==> config.mk <==
export PLATFORM = sky130hd
export DESIGN_NAME = tlb_flat
export DESIGN_NICKNAME = d
export VERILOG_FILES = /design/src/rtl/tlb_pkg.sv /design/src/rtl/tlb_if.sv /design/src/rtl/tlb_walker.sv /design/src/rtl/tlb.sv /design/src/flat_wrapper.sv
export SDC_FILE = /design/constraint.sdc
export NUM_CORES = 1
export LEC_CHECK = 0
export CORE_MARGIN = 5
export CORE_UTILIZATION = 60
export DETAILED_ROUTE_END_ITERATION = 6
export PLACE_DENSITY_LB_ADDON = 0.05
export SYNTH_ARGS = -nofsm -noshare
export SYNTH_HDL_FRONTEND = slang
export SYNTH_SLANG_ARGS = --single-unit
==> constraint.sdc <==
create_clock -name clk -period 2.95 [get_ports clk]
set_input_delay 0.295 -clock clk [delete_from_list [all_inputs] [get_ports clk]]
set_output_delay 0.295 -clock clk [all_outputs]
set_load 0.01 [all_outputs]
==> src/rtl/tlb_pkg.sv <==
// Shared defaults and types for the translation lookaside buffer.
package tlb_pkg;

   localparam int unsigned TLB_ENTRIES = 4;
   localparam int unsigned PAGE_WIDTH  = 20;
   localparam int unsigned TLB_DELAY   = 5;

   typedef struct packed {
      logic                  valid;
      logic [PAGE_WIDTH-1:0] vtag;
      logic [PAGE_WIDTH-1:0] ppage;
   } tlb_entry_t;

   typedef enum logic [0:0] {IDLE, WALK} walk_state_t;

endpackage

==> src/rtl/tlb_if.sv <==
// Lookup port between address generation (master) and the TLB (slave).
interface tlb_if
   import tlb_pkg::*;
#(
   parameter int unsigned WIDTH = PAGE_WIDTH
);

   logic [WIDTH-1:0] virtual_page;
   logic [WIDTH-1:0] physical_page_out;
   logic             hit;
   logic             exception;

   modport master (
      output virtual_page,
      input  physical_page_out,
      input  hit,
      input  exception
   );

   modport slave (
      input  virtual_page,
      output physical_page_out,
      output hit,
      output exception
   );

endinterface

==> src/rtl/tlb_walker.sv <==
// Fixed-latency page-table walker: latches a missing page, counts down,
// then presents one fill (translation is vpage + 1) for a single cycle.
module tlb_walker
   import tlb_pkg::*;
#(
   parameter int unsigned WIDTH = PAGE_WIDTH,
   parameter int unsigned DELAY = TLB_DELAY
) (
   input  logic             clk,
   input  logic             rst_n,
   input  logic             miss,
   input  logic [WIDTH-1:0] vpage,
   output logic             fill_valid,
   output logic [WIDTH-1:0] fill_vpage,
   output logic [WIDTH-1:0] fill_ppage
);

   localparam int unsigned CW = (DELAY > 1) ? $clog2(DELAY) : 1;

   walk_state_t      state_q;
   logic [CW-1:0]    cnt_q;
   logic [WIDTH-1:0] vpage_q;
   logic [WIDTH-1:0] ppage_q;
   logic             fill_valid_q;

   // fill_valid_q is high exactly while WALK sits at count 0, so the top writes
   // the entry on the edge that ends the walk.
   always_ff @(posedge clk or negedge rst_n) begin
      if (!rst_n) begin
         state_q      <= IDLE;
         cnt_q        <= '0;
         vpage_q      <= '0;
         ppage_q      <= '0;
         fill_valid_q <= 1'b0;
      end else begin
         unique case (state_q)
            IDLE: begin
               fill_valid_q <= 1'b0;
               if (miss) begin
                  state_q      <= WALK;
                  cnt_q        <= CW'(DELAY - 1);
                  vpage_q      <= vpage;
                  ppage_q      <= vpage + 1'b1;
                  fill_valid_q <= (DELAY == 1);
               end
            end
            WALK: begin
               if (cnt_q == '0) begin
                  state_q      <= IDLE;
                  fill_valid_q <= 1'b0;
               end else begin
                  cnt_q        <= cnt_q - 1'b1;
                  fill_valid_q <= (cnt_q == CW'(1));
               end
            end
         endcase
      end
   end

   assign fill_valid = fill_valid_q;
   assign fill_vpage = vpage_q;
   assign fill_ppage = ppage_q;

endmodule

==> src/rtl/tlb.sv <==
// Fully associative TLB: combinational lookup, serialised miss walks, and
// first-invalid / round-robin replacement. Entry storage assumes WIDTH == PAGE_WIDTH.
module tlb
   import tlb_pkg::*;
#(
   parameter int unsigned N     = TLB_ENTRIES,
   parameter int unsigned WIDTH = PAGE_WIDTH,
   parameter int unsigned DELAY = TLB_DELAY
) (
   input logic  clk,
   input logic  rst_n,
   tlb_if.slave bus
);

   localparam int unsigned PW = (N > 1) ? $clog2(N) : 1;

   tlb_entry_t       entries_q [N];
   logic [PW-1:0]    rr_q;
   logic [N-1:0]     match;
   logic [WIDTH-1:0] ppage_mux;
   logic             exc;
   logic             hit_w;
   logic             fill_valid;
   logic [WIDTH-1:0] fill_vpage;
   logic [WIDTH-1:0] fill_ppage;
   logic [PW-1:0]    victim;
   logic             use_rr;
   logic             found;

   always_comb begin
      match     = '0;
      ppage_mux = '0;
      for (int i = 0; i < int'(N); i++) begin
         match[i] = entries_q[i].valid && (entries_q[i].vtag == bus.virtual_page);
         if (match[i]) ppage_mux = ppage_mux | entries_q[i].ppage;
      end
   end

   assign exc                   = (bus.virtual_page == '0);
   assign hit_w                 = (|match) && !exc;
   assign bus.exception         = exc;
   assign bus.hit               = hit_w;
   assign bus.physical_page_out = hit_w ? ppage_mux : '0;

   tlb_walker #(
      .WIDTH (WIDTH),
      .DELAY (DELAY)
   ) u_walker (
      .clk        (clk),
      .rst_n      (rst_n),
      .miss       (!hit_w && !exc),
      .vpage      (bus.virtual_page),
      .fill_valid (fill_valid),
      .fill_vpage (fill_vpage),
      .fill_ppage (fill_ppage)
   );

   // Victim: an entry already holding the page, else lowest invalid, else round-robin.
   always_comb begin
      victim = rr_q;
      use_rr = 1'b1;
      found  = 1'b0;
      for (int i = 0; i < int'(N); i++) begin
         if (!found && entries_q[i].valid && (entries_q[i].vtag == fill_vpage)) begin
            victim = PW'(i);
            use_rr = 1'b0;
            found  = 1'b1;
         end
      end
      for (int i = 0; i < int'(N); i++) begin
         if (!found && !entries_q[i].valid) begin
            victim = PW'(i);
            use_rr = 1'b0;
            found  = 1'b1;
         end
      end
   end

   always_ff @(posedge clk or negedge rst_n) begin
      if (!rst_n) begin
         for (int i = 0; i < int'(N); i++) entries_q[i] <= '0;
         rr_q <= '0;
      end else if (fill_valid) begin
         entries_q[victim] <= '{valid: 1'b1, vtag: fill_vpage, ppage: fill_ppage};
         if (use_rr) rr_q <= (rr_q == PW'(N - 1)) ? '0 : rr_q + 1'b1;
      end
   end

endmodule

==> src/flat_wrapper.sv <==
// flat-port wrapper written by rule: the top's interface ports become plain ports
module tlb_flat import tlb_pkg::*;
#(
   parameter int unsigned N     = TLB_ENTRIES,
   parameter int unsigned WIDTH = PAGE_WIDTH,
   parameter int unsigned DELAY = TLB_DELAY
)
  (clk, rst_n, bus_virtual_page, bus_physical_page_out, bus_hit, bus_exception);
  tlb_if #(.WIDTH(WIDTH)) bus_i ();
  input logic clk;
  input logic rst_n;
  input wire logic [$bits(bus_i.virtual_page)-1:0] bus_virtual_page;
  output wire logic [$bits(bus_i.physical_page_out)-1:0] bus_physical_page_out;
  output wire logic [$bits(bus_i.hit)-1:0] bus_hit;
  output wire logic [$bits(bus_i.exception)-1:0] bus_exception;
  assign bus_i.virtual_page = bus_virtual_page;
  assign bus_physical_page_out = bus_i.physical_page_out;
  assign bus_hit = bus_i.hit;
  assign bus_exception = bus_i.exception;
  tlb #(.N(N), .WIDTH(WIDTH), .DELAY(DELAY)) u_core (.clk(clk), .rst_n(rst_n), .bus(bus_i));
endmodule
---- Word level (Yosys, flattened, before mapping) ----
Cells that the tools add are included.
W data, S select, Z words.
storage, ports and cells
  bits in registers ....................... 211
  bits in latches ......................... 0
  memory bits (writable) .................. 0
  memory bits (read-only) ................. 0
  input port bits ......................... 22
  output and inout bits ................... 22
  word-level logic and storage cells ...... 117
  memories ................................ 0
cells by class
  add/subtract/negate cells ............... 3
  multiply operators ...................... 0
  div/mod/pow operators ................... 0
  order comparisons ....................... 2
  equal/unequal tests ..................... 12
  shift operators ......................... 0
  mux-type cells .......................... 40
  bitwise logic cells ..................... 5
  reduce and logical (&&, ||, !) cells .... 37
operators by type and width
  operator                 count
  $bwmux W164              1
  $eq A20 B20 Y1           8
  $mux W20                 5
  $demux W41 S2            1
  $or A20 B20 Y20          3
  $mux W41                 1
  $add A20 B1 Y20 const B  1
  $logic_not A20 Y1        1
  $logic_and A1 B1 Y1      18
  $mux W1                  18
  $mux W2                  9
  $logic_not A1 Y1         13
  $mux W3                  2
  $pmux W3 S2              1
  $reduce_and A2 Y1        3
  $ne A2 B2 Y1 const B     2
  $pmux W1 S2              2
  $reduce_or A4 Y1         1
  $eq A3 B1 Y1 const B     1
  $ge A3 B3 Y1 const B     1
  $logic_not A3 Y1         1
  $lt A3 B1 Y1 const B     1
  $not A2 Y3               1
  $sub A3 B1 Y3 const B    1
  3 further kinds          3

---- Depth between registers and ports, before layout ----
  depth after elaboration ................. 33
  depth in mapped cells ................... 10
  depth with buffers taken out ............ 8

---- Hierarchy ----
From an unflattened synthesis, not the netlist that was laid out.
second synthesis, totals
  cells, all modules ...................... 970
  area total of the unflattened synthesis .. 11,219.5 um2
modules (own cells, without submodules)
  module      times used  cells each  area each (um2)  sequential area each (um2)
  tlb         1           743         9,073.7          4,154.0
  tlb_walker  1           227         2,145.8          1,126.1

---- Worst setup path after synthesis ----
Ideal clock, no wire load.
  path type ............................... input to output
  from .................................... in bus_virtual_page[0]
  to ...................................... out bus_hit
  arrival time ............................ 2.251 ns
  required time ........................... 2.655 ns
  path slack .............................. 0.404 ns
  cell stages on the path ................. 9
  path buffers ............................ 2
  cells stage by stage .................... buf_2 > inv_1 > ha_1 > nor4b_1 > nand4_1 > nor4_1 > nand2b_1 > clkbuf_1 > inv_1
between the ends
  elaborated cells between the ends (all ways) .. 12
  those cells by class .................... eq/ne: 4; reduce/logical: 8
RTL lines
  element              line                text
  from (decl)          flat_wrapper.sv:12  input wire logic [$bits(bus_i.virtual_page)-1:0] bus_virtual_page;
  $logic_not A20 Y1    tlb.sv:39           assign exc = (bus.virtual_page == '0);
  via bus_exception    flat_wrapper.sv:15  output wire logic [$bits(bus_i.exception)-1:0] bus_exception;
  $logic_not A1 Y1     tlb.sv:40           assign hit_w = (|match) && !exc;
  $logic_and A1 B1 Y1  tlb.sv:40
  to (decl)            flat_wrapper.sv:14  output wire logic [$bits(bus_i.hit)-1:0] bus_hit;
The timed path passes the listed nets, and every way through them passes these cells.

---- Final worst setup path ----
  from .................................... reg u_core.entries_q[144] (netlist bit)
  to ...................................... out bus_hit
between the ends
  word-level cells in the longest chain between the ends .. 4
ends and longest elaborated chain
  element                            line       text
  from (decl)                        tlb.sv:17  tlb_entry_t entries_q [N];
  from (signal, indexed assignment)  tlb.sv:84  entries_q[victim] <= '{valid: 1'b1, vtag: fill_vpage, ppage: fill_ppage};
  $eq A20 B20 Y1                     tlb.sv:34  match[i] = entries_q[i].valid && (entries_q[i].vtag == bus.virtual_page);
  $logic_and A1 B1 Y1                tlb.sv:34
  $reduce_or A4 Y1                   tlb.sv:40
  $logic_and A1 B1 Y1                tlb.sv:40
Every way passes these cells.

==> flow_summary.ini <==
[critical_path]
crit_arrival_ns = 2.76
cp_max_fo = 6
path_cells = xor2_1, nor4_1, nand4_1, nor4_4, or4_4, nand2b_4, buf_12, inv_1, dlygate4sd2_1
slowest_stage = or4_4
start_kind = register
cp_top_family = simple AND/OR/NAND/NOR gates
crit_path_end_kind = output port
critPathBufInv = 3
critPathKind = reg -> out
critPathRequiredTime_ns = 2.65
critPathMaxStageDelay_ns = 0.57

[cts]
clk_latency_ns = 0.50
cts_tree = built
root_buffer = clkbuf_16
cts-buffers-inserted = 23
cts.clk_slew.worst_paths_ns = 0.06
clock_path_buffers = 3
htreeDepth = 1
cts.sink_count = 211

[synth]
synthXorXnorAreaFrac_pct = 14.4
synth-simple-area-share_pct = 6.94
synth_area_leaders = dfrtp_1 49%, mux2_2 13%, xnor2_1 8.3%
synth-compound-area-share_pct = 5.27
synth_top_family_by_area = multiplexers
ys.flop_type = dfrtp_1
avgSynthCellArea_um2 = 12.2
yosysWarnings = 0
yosys.area.top_type_share_pct = 48.9
syn-num-nets = 910
syn_area_mm2 = 0.0108
synth_most_common_cell = dfrtp_1
synth_commonest_cells = 211 x dfrtp_1, 129 x mux2_2, 102 x xnor2_1
async_reset_ff_share_pct = 100
syn_inst = 882
yosysTopAreaCell = dfrtp_1
yosysSeqAreaShare_pct = 48.9
synth-edff-count = 0
synthAdderAreaFrac_pct = 0.695
synthMuxAreaShare_pct = 19.5
synth_cell_types = 39
synth-seq-cells = 211

[sta]
setup_violations = 19
fmax_ghz = 0.328
rsz0062_at_grt = yes
fin_setup_tns_ns = -0.752
period_needed_ns = 3.05
report.final.slew_viol_count = 0
layout_setup_ws_ns = -0.101
min_period_over_period_pct = 103
worst_slew_pin_slew_ns = 0.622
slew-limit-headroom_pct = 58.5
hold_viol_final = 0
fin_skew_ns = 0.0208

[layout]
drive_gt1_share_pct = 35.7
diodes = 0
post-route-util_pct = 73.7
syn_to_final_growth_pct = 21.7
nets = 1015

[route]
viasPerCell = 6.00
wl_met2_um = 14200
wl_met1_um = 11700
topRoutingLayerUsed = met4
first_pass_iters = 5
drt_iter0_markers = 433
postRouteAntennaNets = 0
vias = 7390
wl_um = 29000
wl_met3_um = 1450
post_drt_wl_per_cell_um = 23.5
drc_errors = 0

[run_status]
violations = negative setup slack
status = finished, violations left

[grt]
grt_max_degree = 72
antenna_found_initial = 0
overflow = 0
grt_pass1_wl_um = 45000
grt_pass1_vias = 7667
grtUsageTotal_pct = 28.5

[die]
dieArea_mm2 = 0.0208
coreArea_mm2 = 0.0178
die_w_um = 144
io_pins = 44
initial_core_util_pct = 60.5
rows = 49
die_y_um = 144

[power_and_ir_drop]
power.density_mw_per_mm2 = 1010
p_leak_nw = 5.63
vdd_drop_max_mv = 0.733

[min_path]
hp-class = in -> reg

[placement]
gp_congestion = 1.00
port_buffers = 43
dp_hpwl_um = 20000

[job]
drv_cap = 0
==> area by class of cell <==
| type | instances | area [um2] |
|---|---|---|
| Fill cell | 1184 | 4690 |
| Timing Repair Buffer | 152 | 1470 |
| Clock buffer | 34 | 687 |
| Inverter | 7 | 26.3 |
| Tap cell | 229 | 287 |
| Sequential cell | 211 | 5280 |
| Clock inverter | 7 | 35.0 |
| Multi-Input combinational cell | 592 | 5370 |
==> worst reg2reg max path: cells and delay by family, from the launching register on <==
family                    cells  cell delay [ns]
muxes                         1             0.37
buffers and inverters         2             0.40
DFF                           1             0.43
and+or+nand+nor               6             1.38
xor gates and xnor gates      1             0.25
==> placed cells by master (no fill, tap or decap), types with 2 or more instances in the layout <==
cell type / Yosys / routed
xor2_1: 76 / 73
nand2_2: 2 / 4
o21ai_0: 3 / 3
buf_12: 0 / 14
a22oi_2: 0 / 13
clkinv_2: 0 / 7
dlygate4sd2_1: 0 / 3
buf_4: 14 / 79
xor2_2: 0 / 3
mux2_4: 7 / 7
a22oi_1: 40 / 27
inv_1: 7 / 7
nand2_1: 16 / 14
buf_16: 0 / 3
nor4_2: 0 / 8
buf_2: 40 / 20
a21oi_1: 38 / 27
nor4_1: 27 / 14
nand3_1: 16 / 15
a21oi_2: 0 / 11
mux2_1: 48 / 48
nand4_1: 28 / 28
nand2b_1: 6 / 5
ha_1: 6 / 6
dfrtp_1: 211 / 210
nor2_1: 27 / 27
clkbuf_1: 10 / 4
mux2_2: 129 / 129
nor4_4: 0 / 5
clkbuf_8: 0 / 8
and3_1: 5 / 5
clkdlybuf4s50_1: 0 / 17
dlymetal6s2s_1: 0 / 2
xnor2_1: 102 / 99
buf_6: 8 / 9
xnor2_2: 0 / 3
clkbuf_16: 0 / 25
==> cell families (layout without fill, tap and decap cells) <==
logic type / after synthesis / count (layout)
fa+ha+maj: 6 / 6
flops: 211 / 211
xor+xnor: 178 / 178
simple gates: 135 / 135
mux: 185 / 185
buf+inv: 79 / 200
compound gates: 88 / 88
==> routing by layer <==
metal,up-vias,GRT usage (%)
li1,3307,-
met1,3807,36.8
met2,195,46.9
met3,81,5.06
met4,0,13.7
met5,-,0
==> metrics by stage <==
step / total power (W) / cell area [um2] / setup slack (ns) / hold slack (ns) / std cells
5_1_grt: 0.0140 / 13100 / -0.208 / 0.316 / 1232
2_1_floorplan: 0.00863 / 10800 / 0.404 / -0.000591 / 882
3_3_place_gp: 0.0101 / 12000 / -0.655 / 0.347 / 1176
4_1_cts: 0.0132 / 12900 / -0.115 / 0.404 / 1225
6_report: 0.0133 / 13100 / -0.101 / 0.309 / 1232
3_5_place_dp: 0.0103 / 12000 / -0.734 / 0.352 / 1176
==> where the power goes <==
part	switching, W	total [W]	internal (W)
combinational	0.00215	0.00477	0.00262
sequential	0.00152	0.00582	0.00430
clock	0.00112	0.00272	0.00160
==> path summary, 6_finish.rpt <==
path                                               startpoint                       endpoint  slack [ns]  depth (start not counted)
max in group asynchronous                               rst_n           u_core.entries_q[98]        1.60                          3
min in group asynchronous                               rst_n          u_core.entries_q[125]        0.37                          2
worst min-delay path                      bus_virtual_page[6]  u_core.u_walker.fill_vpage[6]        0.31                          3
worst max-delay path                    u_core.entries_q[144]                        bus_hit       -0.10                          9
worst max register to register  u_core.u_walker.fill_vpage[4]           u_core.entries_q[41]        0.01                         10
worst min register to register            u_core.entries_q[4]            u_core.entries_q[4]        0.51                          1
==> sequential cells by signal, indices dropped and copies added (netlist names) <==
register	cells
u_core.u_walker.fill_valid	1
u_core.u_walker.fill_ppage	20
u_core.entries_q	164
u_core.u_walker.fill_vpage	20
u_core.u_walker.cnt_q	3
u_core.rr_q	2
u_core.u_walker.state_q	1
==> repair_timing <==
action	in CTS	in global routing
hold buffers	1	0
setup endpoints to repair	22	168
setup buffers	5	5
resized for setup	121	31
pin swaps	28	7
cloned	3	2
hold endpoints to repair	68	0
No activity file was read; power rests on OpenSTA's default activity.
